<file path="config.mk">
export PLATFORM = sky130hd
export DESIGN_NAME = in_debounce
export DESIGN_NICKNAME = d
export VERILOG_FILES = /design/src/rtl/in_debounce.sv
export SDC_FILE = /design/constraint.sdc
export NUM_CORES = 1
export LEC_CHECK = 0
export BUFFER_PORTS_ARGS = -buffer_cell sky130_fd_sc_hd__clkbuf_2
export CAP_MARGIN = 15
export CORE_MARGIN = 4
export CORE_UTILIZATION = 35
export DETAILED_ROUTE_END_ITERATION = 8
export SETUP_SLACK_MARGIN = 0.05
export SLEW_MARGIN = 20
export SYNTH_ARGS = -nofsm -noshare
export SYNTH_HDL_FRONTEND = slang
export SYNTH_SLANG_ARGS = --single-unit
</file>
<file path="constraint.sdc">
create_clock -name clk -period 3.4 [get_ports clk]
set_clock_uncertainty 0.15 [all_clocks]
set_input_delay 0.68 -clock clk [delete_from_list [all_inputs] [get_ports clk]]
set_output_delay 0.68 -clock clk [all_outputs]
set_load 0.01 [all_outputs]
</file>
<file path="src/rtl/in_debounce.sv">
`default_nettype none
// ============================================================================
//  Module   : in_debounce
//  Brief    : Per-channel input synchronizer and debouncer with edge pulses
//             and a first-word fall-through event queue.
//  Revision : 1.0  initial release
// ============================================================================
module in_debounce #(
    parameter int WIDTH      = 8,
    parameter int DEBOUNCE   = 4,
    parameter int FIFO_DEPTH = 4
) (
    input  logic             clk,
    input  logic             rst,
    input  logic             ena,
    input  logic [WIDTH-1:0] din,
    output logic [WIDTH-1:0] dout,
    output logic [WIDTH-1:0] rise,
    output logic [WIDTH-1:0] fall,
    output logic             evt_valid,
    output logic [3:0]       evt_data,
    input  logic             evt_ready,
    output logic             evt_overflow
);

    localparam int CNT_W = 4;
    localparam int PTR_W = (FIFO_DEPTH > 1) ? $clog2(FIFO_DEPTH) : 1;
    localparam int OCC_W = $clog2(FIFO_DEPTH + 1);
    localparam logic [CNT_W-1:0] CNT_LAST = CNT_W'(DEBOUNCE - 1);
    localparam logic [PTR_W-1:0] PTR_LAST = PTR_W'(FIFO_DEPTH - 1);
    localparam logic [OCC_W-1:0] OCC_FULL = OCC_W'(FIFO_DEPTH);

    logic [WIDTH-1:0] sync1;
    logic [WIDTH-1:0] sync2;
    logic [WIDTH-1:0] accept;
    logic [WIDTH-1:0] pending;
    logic [WIDTH-1:0] pend_dir;
    logic [WIDTH-1:0] push_mask;
    logic [WIDTH-1:0] push_clr;
    logic [CNT_W-1:0] cnt [WIDTH];
    logic [2:0]       push_ch;
    logic             have_pend;
    logic             push;
    logic             pop;
    logic             full;
    logic             push_dir;
    logic [3:0]       fifo_mem [FIFO_DEPTH];
    logic [PTR_W-1:0] wr_ptr;
    logic [PTR_W-1:0] rd_ptr;
    logic [OCC_W-1:0] occ;

    always_ff @(posedge clk or posedge rst) begin
        if (rst) begin
            sync1 <= '0;
            sync2 <= '0;
        end else begin
            sync1 <= din;
            sync2 <= sync1;
        end
    end

    // A channel is accepted on the edge its mismatch run reaches DEBOUNCE cycles.
    for (genvar i = 0; i < WIDTH; i++) begin : g_accept
        assign accept[i] = ena && (sync2[i] != dout[i]) && (cnt[i] == CNT_LAST);
    end

    always_ff @(posedge clk or posedge rst) begin
        if (rst) begin
            for (int i = 0; i < WIDTH; i++) cnt[i] <= '0;
        end else begin
            for (int i = 0; i < WIDTH; i++) begin
                if (!ena || (sync2[i] == dout[i]) || accept[i]) cnt[i] <= '0;
                else                                             cnt[i] <= cnt[i] + CNT_W'(1);
            end
        end
    end

    always_ff @(posedge clk or posedge rst) begin
        if (rst) begin
            dout         <= '0;
            rise         <= '0;
            fall         <= '0;
            pending      <= '0;
            pend_dir     <= '0;
            evt_overflow <= 1'b0;
        end else begin
            dout     <= dout ^ accept;
            rise     <= accept & sync2;
            fall     <= accept & ~sync2;
            pending  <= (pending & ~push_clr) | accept;
            pend_dir <= (pend_dir & ~accept) | (accept & sync2);
            // Overwriting an entry that is not leaving this cycle loses an event.
            if (|(accept & pending & ~push_clr)) evt_overflow <= 1'b1;
        end
    end

    always_comb begin
        push_mask = '0;
        push_ch   = '0;
        for (int i = WIDTH - 1; i >= 0; i--) begin
            if (pending[i]) begin
                push_mask    = '0;
                push_mask[i] = 1'b1;
                push_ch      = 3'(i);
            end
        end
    end

    assign have_pend = |pending;
    assign evt_valid = (occ != '0);
    assign full      = (occ == OCC_FULL);
    assign pop       = evt_valid && evt_ready;
    assign push      = have_pend && (!full || pop);
    assign push_clr  = push ? push_mask : '0;
    assign push_dir  = |(pend_dir & push_mask);
    assign evt_data  = fifo_mem[rd_ptr];

    always_ff @(posedge clk) begin
        if (push) fifo_mem[wr_ptr] <= {push_dir, push_ch};
    end

    always_ff @(posedge clk or posedge rst) begin
        if (rst) begin
            wr_ptr <= '0;
            rd_ptr <= '0;
            occ    <= '0;
        end else begin
            if (push) wr_ptr <= (wr_ptr == PTR_LAST) ? '0 : wr_ptr + PTR_W'(1);
            if (pop)  rd_ptr <= (rd_ptr == PTR_LAST) ? '0 : rd_ptr + PTR_W'(1);
            occ <= occ + OCC_W'(push) - OCC_W'(pop);
        end
    end

endmodule
`default_nettype wire

</file>
Yosys cells after proc, flatten, opt, wreduce, memory -nomap -nowiden

Memory sizes are Yosys's and may differ from the RTL's.
Cells that the tools add are included.

Bitwise logic cells: 13
$add $sub $neg: 12
Multiplexer cells: 29
Equal/unequal tests: 27
Reductions and logical operators: 41

Operators with widths:

| kind                                                                  | number |
|---|---|
| 8-bit two-way mux                                                     | 9 |
| 8-bit AND                                                             | 7 |
| 4-bit by 1-bit adder with 4-bit output, second input constant         | 8 |
| 4-bit by 2-bit equality test with 1-bit output, second input constant | 8 |
| 4-bit two-way mux                                                     | 8 |
| 3-bit two-way mux                                                     | 8 |
| 8-bit inverter                                                        | 3 |
| 8-bit OR reduction                                                    | 3 |
| 1-bit logical AND                                                     | 18 |
| 1-bit logical OR                                                      | 17 |
| 8-bit bitwise OR                                                      | 2 |
| 1-bit equality test                                                   | 8 |
| 1-bit inequality test                                                 | 8 |
| 8-bit XOR                                                             | 1 |
| 2-bit by 1-bit adder with 2-bit output, second input constant         | 2 |
| 2-bit equality test, second input constant                            | 2 |
| 2-bit two-way mux                                                     | 2 |
| 3-bit by 1-bit adder with 3-bit output                                | 1 |
| 3-bit equality test, second input constant                            | 1 |
| 3-bit nonzero test                                                    | 1 |
| 3-bit by 1-bit subtractor with 3-bit output                           | 1 |
| 1-bit zero test                                                       | 2 |
| 1-bit two-way mux                                                     | 2 |

Memories kept: 1
Output and inout bits: 30
Bits in registers: 96
RAM bits: 16
Input port bits: 12

Memory list:

| memory   | depth | bits a word | read ports | clocked after Yosys merged registers in | wr ports | RTL line | source |
|---|---|---|---|---|---|---|---|
| fifo_mem | 4     | 4           | 1          | 0                                       | 1        | 47       | `logic [3:0] fifo_mem [FIFO_DEPTH];` |

Logic depth before layout (Yosys ltp)

Gate-level depths: netlist of the first run.

Depth in word-level cells: 12
Mapped depth: 9
Gate-level depth less buffers: 9

Least setup slack after synthesis of the first run

OpenSTA, ideal clock, no wires.

Path kind: input to register
From: in evt_ready
To: reg occ[2]
Slack: 0.760 ns
Stages: 6
Arrival time: 2.368 ns
Path buffers: 0
Data required time: 3.127 ns
Cells stage by stage: nor4b_2 a21oi_1 ha_1 fa_1 xnor2_1 xnor2_1

Word-level cells in the longest chain between the ends: 5

Ends and longest elaborated chain:

| what                                        | RTL line | source |
|---|---|---|
| start, declared                             | 22       | `input logic evt_ready,` |
| 1-bit logical AND                           | 112      | `assign pop = evt_valid && evt_ready;` |
| 1-bit logical OR                            | 113      | `assign push = have_pend && (!full \|\| pop);` |
| 1-bit logical AND                           | 113      |  |
| net push                                    | 43       | `logic push;` |
| 3-bit by 1-bit adder with 3-bit output      | 130      | `occ <= occ + OCC_W'(push) - OCC_W'(pop);` |
| 3-bit by 1-bit subtractor with 3-bit output | 130      |  |
| end signal, assigned                        | 130      |  |
| end, declared                               | 50       | `logic [OCC_W-1:0] occ;` |

The timed path passes the listed nets, and every way through them passes these cells.
A chain may end at the register's enable or synchronous reset.

Worst setup path in the final report of the first run

From: reg pending[1]
To: reg occ[2]

Word-level cells in the longest chain between the ends: 4

Ends and longest elaborated chain:

| what                                        | RTL line | source |
|---|---|---|
| start, declared                             | 36       | `logic [WIDTH-1:0] pending;` |
| start signal, assigned                      | 90       | `pending <= (pending & ~push_clr) \| accept;` |
| 8-bit OR reduction                          | 109      | `assign have_pend = \|pending;` |
| 1-bit logical AND                           | 113      |  |
| net push                                    | 43       |  |
| 3-bit by 1-bit adder with 3-bit output      | 130      |  |
| 3-bit by 1-bit subtractor with 3-bit output | 130      |  |

The timed path passes the listed nets, and every way through them passes these cells.

==> results.py, run 1 <==
metrics = {
    "status": {
        "status": "finished, final reports clean",
    },
    "route": {
        "wl_per_cell_um": 12.4,
        "dr.pass1.iters": 4,
        "drc": 0,
        "vias": 2674,
        "first_iter_violations": 137,
        "ant_nets": 0,
        "viasPerCell": 4.56,
        "postRouteWirelength_mm": 7.25,
    },
    "floorplanning": {
        "die_width_um": 121,
        "core_um2": 12600,
        "io_pins": 42,
        "initial_utilization": 0.356,
        "die_h_um": 121,
        "fp-row-count": 41,
        "die_area_um2": 14600,
    },
    "yosys": {
        "synth.area.mux_share": 0.0227,
        "syn_nets": 390,
        "synthAdderAreaFrac": 0.0465,
        "syn-cell-area_um2": 4470,
        "synth_top_area_frac": 0.538,
        "synth_edf_count": 16,
        "synthTopCellsByCount": "dfrtp_1, nor2_1, inv_1",
        "synth_top_cell_by_area": "dfrtp_1",
        "yosysSeqAreaShare": 0.645,
        "synth_seq_cells": 112,
        "ys_types": 44,
        "synth_top_family_by_area": "simple AND/OR/NAND/NOR gates",
        "avgSynthCellArea_um2": 12.3,
        "synth_cells": 362,
        "synthXorXnorAreaFrac": 0.0490,
        "yosys.area_share.simple": 0.139,
        "synth-compound-area-share": 0.0706,
        "yosysMostFrequentCell": "dfrtp_1",
        "ys_warn_count": 0,
        "synth_ff_type": "dfrtp_1",
        "synth_area_leaders": "dfrtp_1, edfxtp_1, nor2_1",
        "async_flop_share": 0.857,
    },
    "layout": {
        "drive_gt1_frac": 0.178,
        "diodes": 0,
        "nets": 438,
        "area_growth_pct": 17.2,
        "fillers": 1162,
        "finish.cell_count_without_fillers": 587,
    },
    "placed_design": {
        "gp_congestion": 0.768,
        "hpwl_mm": 5.26,
        "io_buffers": 41,
        "post-place-cells": 571,
    },
    "power": {
        "p_leak_nw": 2.61,
        "p_per_area_nw_per_um2": 601,
        "ir_drop_mv": 0.261,
    },
    "critical_path": {
        "cp_max_fo": 9,
        "crit_start": "pending[1]",
        "cp_data_arrival_time_ns": 2.64,
        "startpoint_type": "flop",
        "timing.rr.start": "pending[1]",
        "critPathKind": "flop to flop",
        "critPathCaptureType": "flop",
        "required_ns": 3.52,
    },
    "global_route": {
        "grtUsageTotal": 0.109,
        "grt_pass1_wl_mm": 12.6,
        "grt.overflow.total": 0,
        "grt_start_max_net_pins": 53,
        "antenna_found_initial": 0,
        "grt_pass1_vias": 2745,
    },
    "sta": {
        "report.final.hold_viol_count": 0,
        "min_period_over_period": 0.742,
        "slew_violations": 0,
        "worstMarginPinSlew_ns": 0.640,
        "min_period_ns": 2.52,
        "timing.fmax_mhz": 396,
        "rsz0062_at_grt": "false",
        "whs_ns": 0.198,
        "finalSetupTns_ns": 0,
        "relSlewSlack": 0.573,
        "setup_violations": 0,
    },
    "run": {
        "maxCapViolations": 0,
    },
    "clock_network": {
        "root_buffer": "clkbuf_16",
        "clkLatencyLatePin_ns": 0.34,
        "clkTransAtPathRegs_ns": 0.07,
        "cts_resized": 0,
        "h-tree-depth": 3,
        "cts_tree": "yes",
        "cts.path.max_buffers": 2,
        "clock-sinks": 112,
        "cts_hold_buf": 0,
        "cts_buffers": 9,
        "post_cts_buffers": 0,
    },
    "min_path": {
        "hold_class": "flop to flop",
        "hold_start": "sync1[7]",
    },
}
==> final timing paths <==
check,end,slack [ns],depth (start not counted)
max reg2reg,occ[2],0.88,7
max in group asynchronous,cnt[5],2.18,3
min in group asynchronous,sync1[1],0.26,2
min reg2reg,sync2[7],0.20,0
min,sync2[7],0.20,0
max,occ[2],0.88,7
==> flip-flops by register name, indices dropped and copies added, names as in the netlist, named ones only <==
| register | count |
|---|---|
| cnt | 32 |
| fall | 8 |
| dout | 8 |
| sync2 | 8 |
| sync1 | 8 |
| rise | 8 |
| rd_ptr | 2 |
| fifo_mem | 16 |
| pending | 8 |
| wr_ptr | 2 |
| evt_overflow | 1 |
| occ | 3 |
==> per-layer routing <==
layer	global-route usage	wire length (um)	vias to the layer above
met2	0.175	3470	45
met5	0	0	-
met1	0.134	3270	1300
met4	0.0446	132	0
li1	-	-	1319
met3	0.0359	373	10
==> area by class of cell <==
class                   count  area, um2  share of cell area
clock buffers              11        236              0.0452
clock inverters             5        105              0.0201
inverters                  25       96.3              0.0184
multi-input cells         219       1470               0.280
flip-flops and latches    112       2880               0.551
well taps                 172        215              0.0411
repair buffers             43        233              0.0445
==> cell usage in the layout, fill, tap and decap left out, types with 8 or more instances in the layout <==
cell       instances
and2_1             8
xor2_1            16
edfxtp_1          16
clkbuf_2          41
inv_1             23
a21o_1            16
dfrtp_1           96
xnor2_1            9
nand3_1           11
ha_1              15
nor3_1             9
nand2_1           23
nor2_1            51
clkbuf_16          9
==> logic make-up (layout without fill, tap and decap cells) <==
kind of cell,Yosys count,in the layout
xor gates and xnor gates,25,25
buffers and inverters,31,84
DFF,112,112
adders and majority gates,16,16
AOI/OAI and AO/OA,45,45
and+or+nand+nor,128,128
muxes,5,5
==> critical path, stage by stage (launching register included) <==
cell,delay [ns]
dfrtp_1,0.41
or4_1,0.69
inv_2,0.08
a21oi_1,0.16
ha_1,0.28
fa_1,0.37
xnor2_1,0.18
xnor2_1,0.13
==> through the flow <==
stage | area [um2] | power [W] | worst slack [ns] | util
3_3_place_gp | 4890 | 0.00199 | 0.800 | 0.389
3_5_place_dp | 4890 | 0.00201 | 0.797 | 0.389
5_1_grt | 5240 | 0.00332 | 0.685 | 0.417
6_report | 5240 | 0.00315 | 0.877 | 0.417
4_1_cts | 5240 | 0.00319 | 0.860 | 0.417
2_1_floorplan | 4470 | 0.00188 | 0.0646 | -
==> power by group <==
part / internal [W] / switching [W] / total (W)
Clock: 0.000728 / 0.000452 / 0.00118
Combinational: 0.000203 / 0.000206 / 0.000409
Sequential: 0.00146 / 0.0000984 / 0.00156
Power figures use the tool's default switching activity.
==> run 2: changes to the inputs <==
--- a/config.mk
+++ b/config.mk
@@ -5,6 +5,7 @@
 export SDC_FILE = /design/constraint.sdc
 export NUM_CORES = 1
 export LEC_CHECK = 0
+export ABC_AREA = 1
 export BUFFER_PORTS_ARGS = -buffer_cell sky130_fd_sc_hd__clkbuf_2
 export CAP_MARGIN = 15
 export CORE_MARGIN = 4
==> constraint.sdc (replaced) <==
create_clock -name clk -period 2.3 [get_ports clk]
set_clock_uncertainty 0.15 [all_clocks]
set_input_delay 0.46 -clock clk [delete_from_list [all_inputs] [get_ports clk]]
set_output_delay 0.46 -clock clk [all_outputs]
set_load 0.01 [all_outputs]
==> run 2 against run 1 <==
  * Via count is 14% higher
  * Clock-buffer cell count down 1
  * Sequential share of layout area fell by 1.4 points
  * Critical endpoint unchanged
  * Highest routed layer unchanged
  * Combinational power grew to 3.5 times the previous value
  * Non-clock buffer count up 1
  * Fmax up 18%
  * Global-route usage is 1.7 points higher
  * Sequential power increased by 68%
  * Die area up 3.2%
  * Critical path depth unchanged
  * Setup slack worse by 0.71 ns
  * Final area increased by 2.6%
==> results.py, run 2 <==
metrics = {
    "clock_network": {
        "h-tree-depth": 3,
        "cts_tree": "yes",
        "root_buffer": "clkbuf_16",
        "clkTransAtPathRegs_ns": 0.07,
        "cts_buffers": 9,
        "cts.path.max_buffers": 2,
        "cts_hold_buf": 0,
        "clock-sinks": 112,
        "clkLatencyLatePin_ns": 0.35,
        "post_cts_buffers": 0,
    },
    "yosys": {
        "synth_cells": 450,
        "ys_warn_count": 0,
        "ys_types": 30,
        "yosysMostFrequentCell": "dfrtp_1",
        "synthTopCellsByCount": "dfrtp_1, nor2_1, nand2_1",
        "yosysSeqAreaShare": 0.624,
        "synth_seq_cells": 112,
        "synth_area_leaders": "dfrtp_1, edfxtp_1, nor2_1",
        "synth_ff_type": "dfrtp_1",
        "avgSynthCellArea_um2": 10.3,
        "async_flop_share": 0.857,
        "synth_top_area_frac": 0.520,
        "syn-cell-area_um2": 4620,
        "synth_top_cell_by_area": "dfrtp_1",
        "synth_edf_count": 16,
        "syn_nets": 478,
    },
    "sta": {
        "setup_violations": 0,
        "worstMarginPinSlew_ns": 0.593,
        "timing.fmax_mhz": 470,
        "report.final.hold_viol_count": 0,
        "relSlewSlack": 0.604,
        "finalSetupTns_ns": 0,
        "rsz0062_at_grt": "false",
        "min_period_ns": 2.13,
        "whs_ns": 0.0166,
        "slew_violations": 0,
        "min_period_over_period": 0.926,
    },
    "floorplanning": {
        "io_pins": 42,
        "die_width_um": 123,
        "core_um2": 12800,
        "die_h_um": 123,
        "die_area_um2": 15100,
        "initial_utilization": 0.362,
        "fp-row-count": 41,
    },
    "layout": {
        "diodes": 0,
        "nets": 531,
        "top_regs": "cnt (32), fifo_mem (16)",
        "layout_common_cells": "dfrtp_1, nor2_1, nand2_1",
        "largest_register_ffs": 32,
        "mostFrequentLayoutCell": "dfrtp_1",
        "drive_gt1_frac": 0.175,
        "finish.cell_count_without_fillers": 680,
        "area_growth_pct": 16.2,
        "regMostFlops": "cnt",
    },
    "placed_design": {
        "gp_congestion": 0.811,
        "hpwl_mm": 6.31,
        "io_buffers": 41,
        "post-place-cells": 664,
    },
    "critical_path": {
        "required_ns": 2.38,
        "slowest_delay_ns": 0.42,
        "path_depth": 7,
        "cp_data_arrival_time_ns": 2.21,
        "crit_buf_inv": 1,
        "critPathCaptureType": "flop",
        "cp_common_cell": "ha_1",
        "critPathKind": "flop to flop",
        "ff2ff_path_depth": 7,
        "cp_max_fo": 3,
        "worstPathCellList": "nor2_2 -> a21boi_0 -> ha_1 -> inv_1 -> ha_1 -> fa_1 -> xor2_1",
        "crit_slowest_cell": "dfrtp_1",
        "critPathTopFamily": "adder cells",
        "startpoint_type": "flop",
    },
    "route": {
        "highest_layer": "met4",
        "vias": 3045,
        "route.met2.wl_mm": 3.96,
        "wl_met3_um": 361,
        "viasPerCell": 4.48,
        "postRouteWirelength_mm": 8.22,
        "met1_length_mm": 3.73,
        "wl_per_cell_um": 12.1,
        "drc": 0,
        "ant_nets": 0,
        "dr.pass1.iters": 4,
        "first_iter_violations": 124,
    },
    "run": {
        "maxCapViolations": 0,
    },
    "power": {
        "combPwrFrac": 0.262,
        "p_leak_nw": 2.62,
        "intPower_w": 0.00369,
        "sw_frac_of_total": 0.333,
        "pwr-share-seq": 0.474,
        "power_frac_clock": 0.263,
        "p_per_area_nw_per_um2": 1030,
        "ir_drop_mv": 0.447,
        "power.switching_w": 0.00184,
    },
    "status": {
        "status": "finished, final reports clean",
    },
    "global_route": {
        "antenna_found_initial": 0,
        "grt_pass1_vias": 3248,
        "grt.overflow.total": 0,
        "grt_start_max_net_pins": 47,
        "grt_pass1_wl_mm": 14.8,
        "grtUsageTotal": 0.126,
    },
    "min_path": {
        "hold_class": "input pin to asynchronous set/reset pin",
    },
}
==> run 2: cell types whose count changed in the layout (fill, tap and decap cells not counted), sizes merged, moves of 5 or more <==
| cell | previous run | this run |
|---|---|---|
| nand2 | 23 | 78 |
| nor2 | 51 | 94 |
| inv | 25 | 53 |
| a21o | 17 | 0 |
| nand3 | 11 | 26 |
| o21ai | 7 | 21 |
| and2 | 8 | 0 |
| nor3 | 9 | 2 |
| nand4 | 3 | 8 |
| xor2 | 16 | 11 |
==> run 2: what timing repair did <==
action / 4_1_cts / 5_1_grt
resized for setup: 0 / 2
hold endpoints to repair: 0 / 0
endpoints found under the setup margin: 0 / 5
==> run 2: cell families (layout without fill, tap and decap cells) <==
group                    count (synthesis)  after routing  synth area share
AND/OR/NAND/NOR                        213            213             0.204
flip-flops                             112            112             0.624
buffers and inverters                   54            112            0.0460
AO/OA/AOI/OAI                           36             36            0.0455
XOR/XNOR                                19             19            0.0360
adder cells (fa/ha/maj)                 16             16            0.0449
==> run 2: metrics by stage <==
| step | util | power [W] | worst slack (ns) | cell area (um2) |
|---|---|---|---|---|
| after global routing | 0.420 | 0.00596 | 0.0536 | 5370 |
| after detailed placement | 0.398 | 0.00414 | 0.163 | 5080 |
| after CTS | 0.420 | 0.00563 | 0.124 | 5360 |
| after global placement | 0.398 | 0.00406 | 0.196 | 5080 |
| after floorplan | - | 0.00372 | 0.222 | 4630 |
| final | 0.420 | 0.00553 | 0.170 | 5370 |
==> run 2: layout make-up <==
cell class	count	area, um2
Multi-Input combinational cell	284	1530
Tap cell	172	215
Timing Repair Buffer	44	253
Fill cell	1235	7400
Clock buffer	10	239
Sequential cell	112	2880
Inverter	52	204
Clock inverter	6	42.5
==> run 2: power by group through the flow <==
stage / sequential (W) / combinational (W) / clock (W)
2_1_floorplan: 0.00260 / 0.00112 / 0
3_3_place_gp: 0.00264 / 0.00142 / 0
3_5_place_dp: 0.00266 / 0.00148 / 0
4_1_cts: 0.00262 / 0.00149 / 0.00152
5_1_grt: 0.00266 / 0.00170 / 0.00160
6_report: 0.00262 / 0.00145 / 0.00146
==> run 2: path summary, 6_finish.rpt <==
kind                       slack (ns)        to      from
setup / recovery                 0.17    occ[2]    occ[1]
hold / removal                   0.02   cnt[20]       rst
setup reg to reg                 0.17    occ[2]    occ[1]
hold reg to reg                  0.20  sync2[6]  sync1[6]
max in group asynchronous        1.37   fall[5]       rst
min in group clk                 0.06  sync1[4]    din[4]
==> run 2: layer usage <==
layer / up-vias / GRT usage
met1: 1443 / 0.160
met5: - / 0
met2: 50 / 0.205
met3: 15 / 0.0320
met4: 0 / 0.0546
li1: 1537 / -
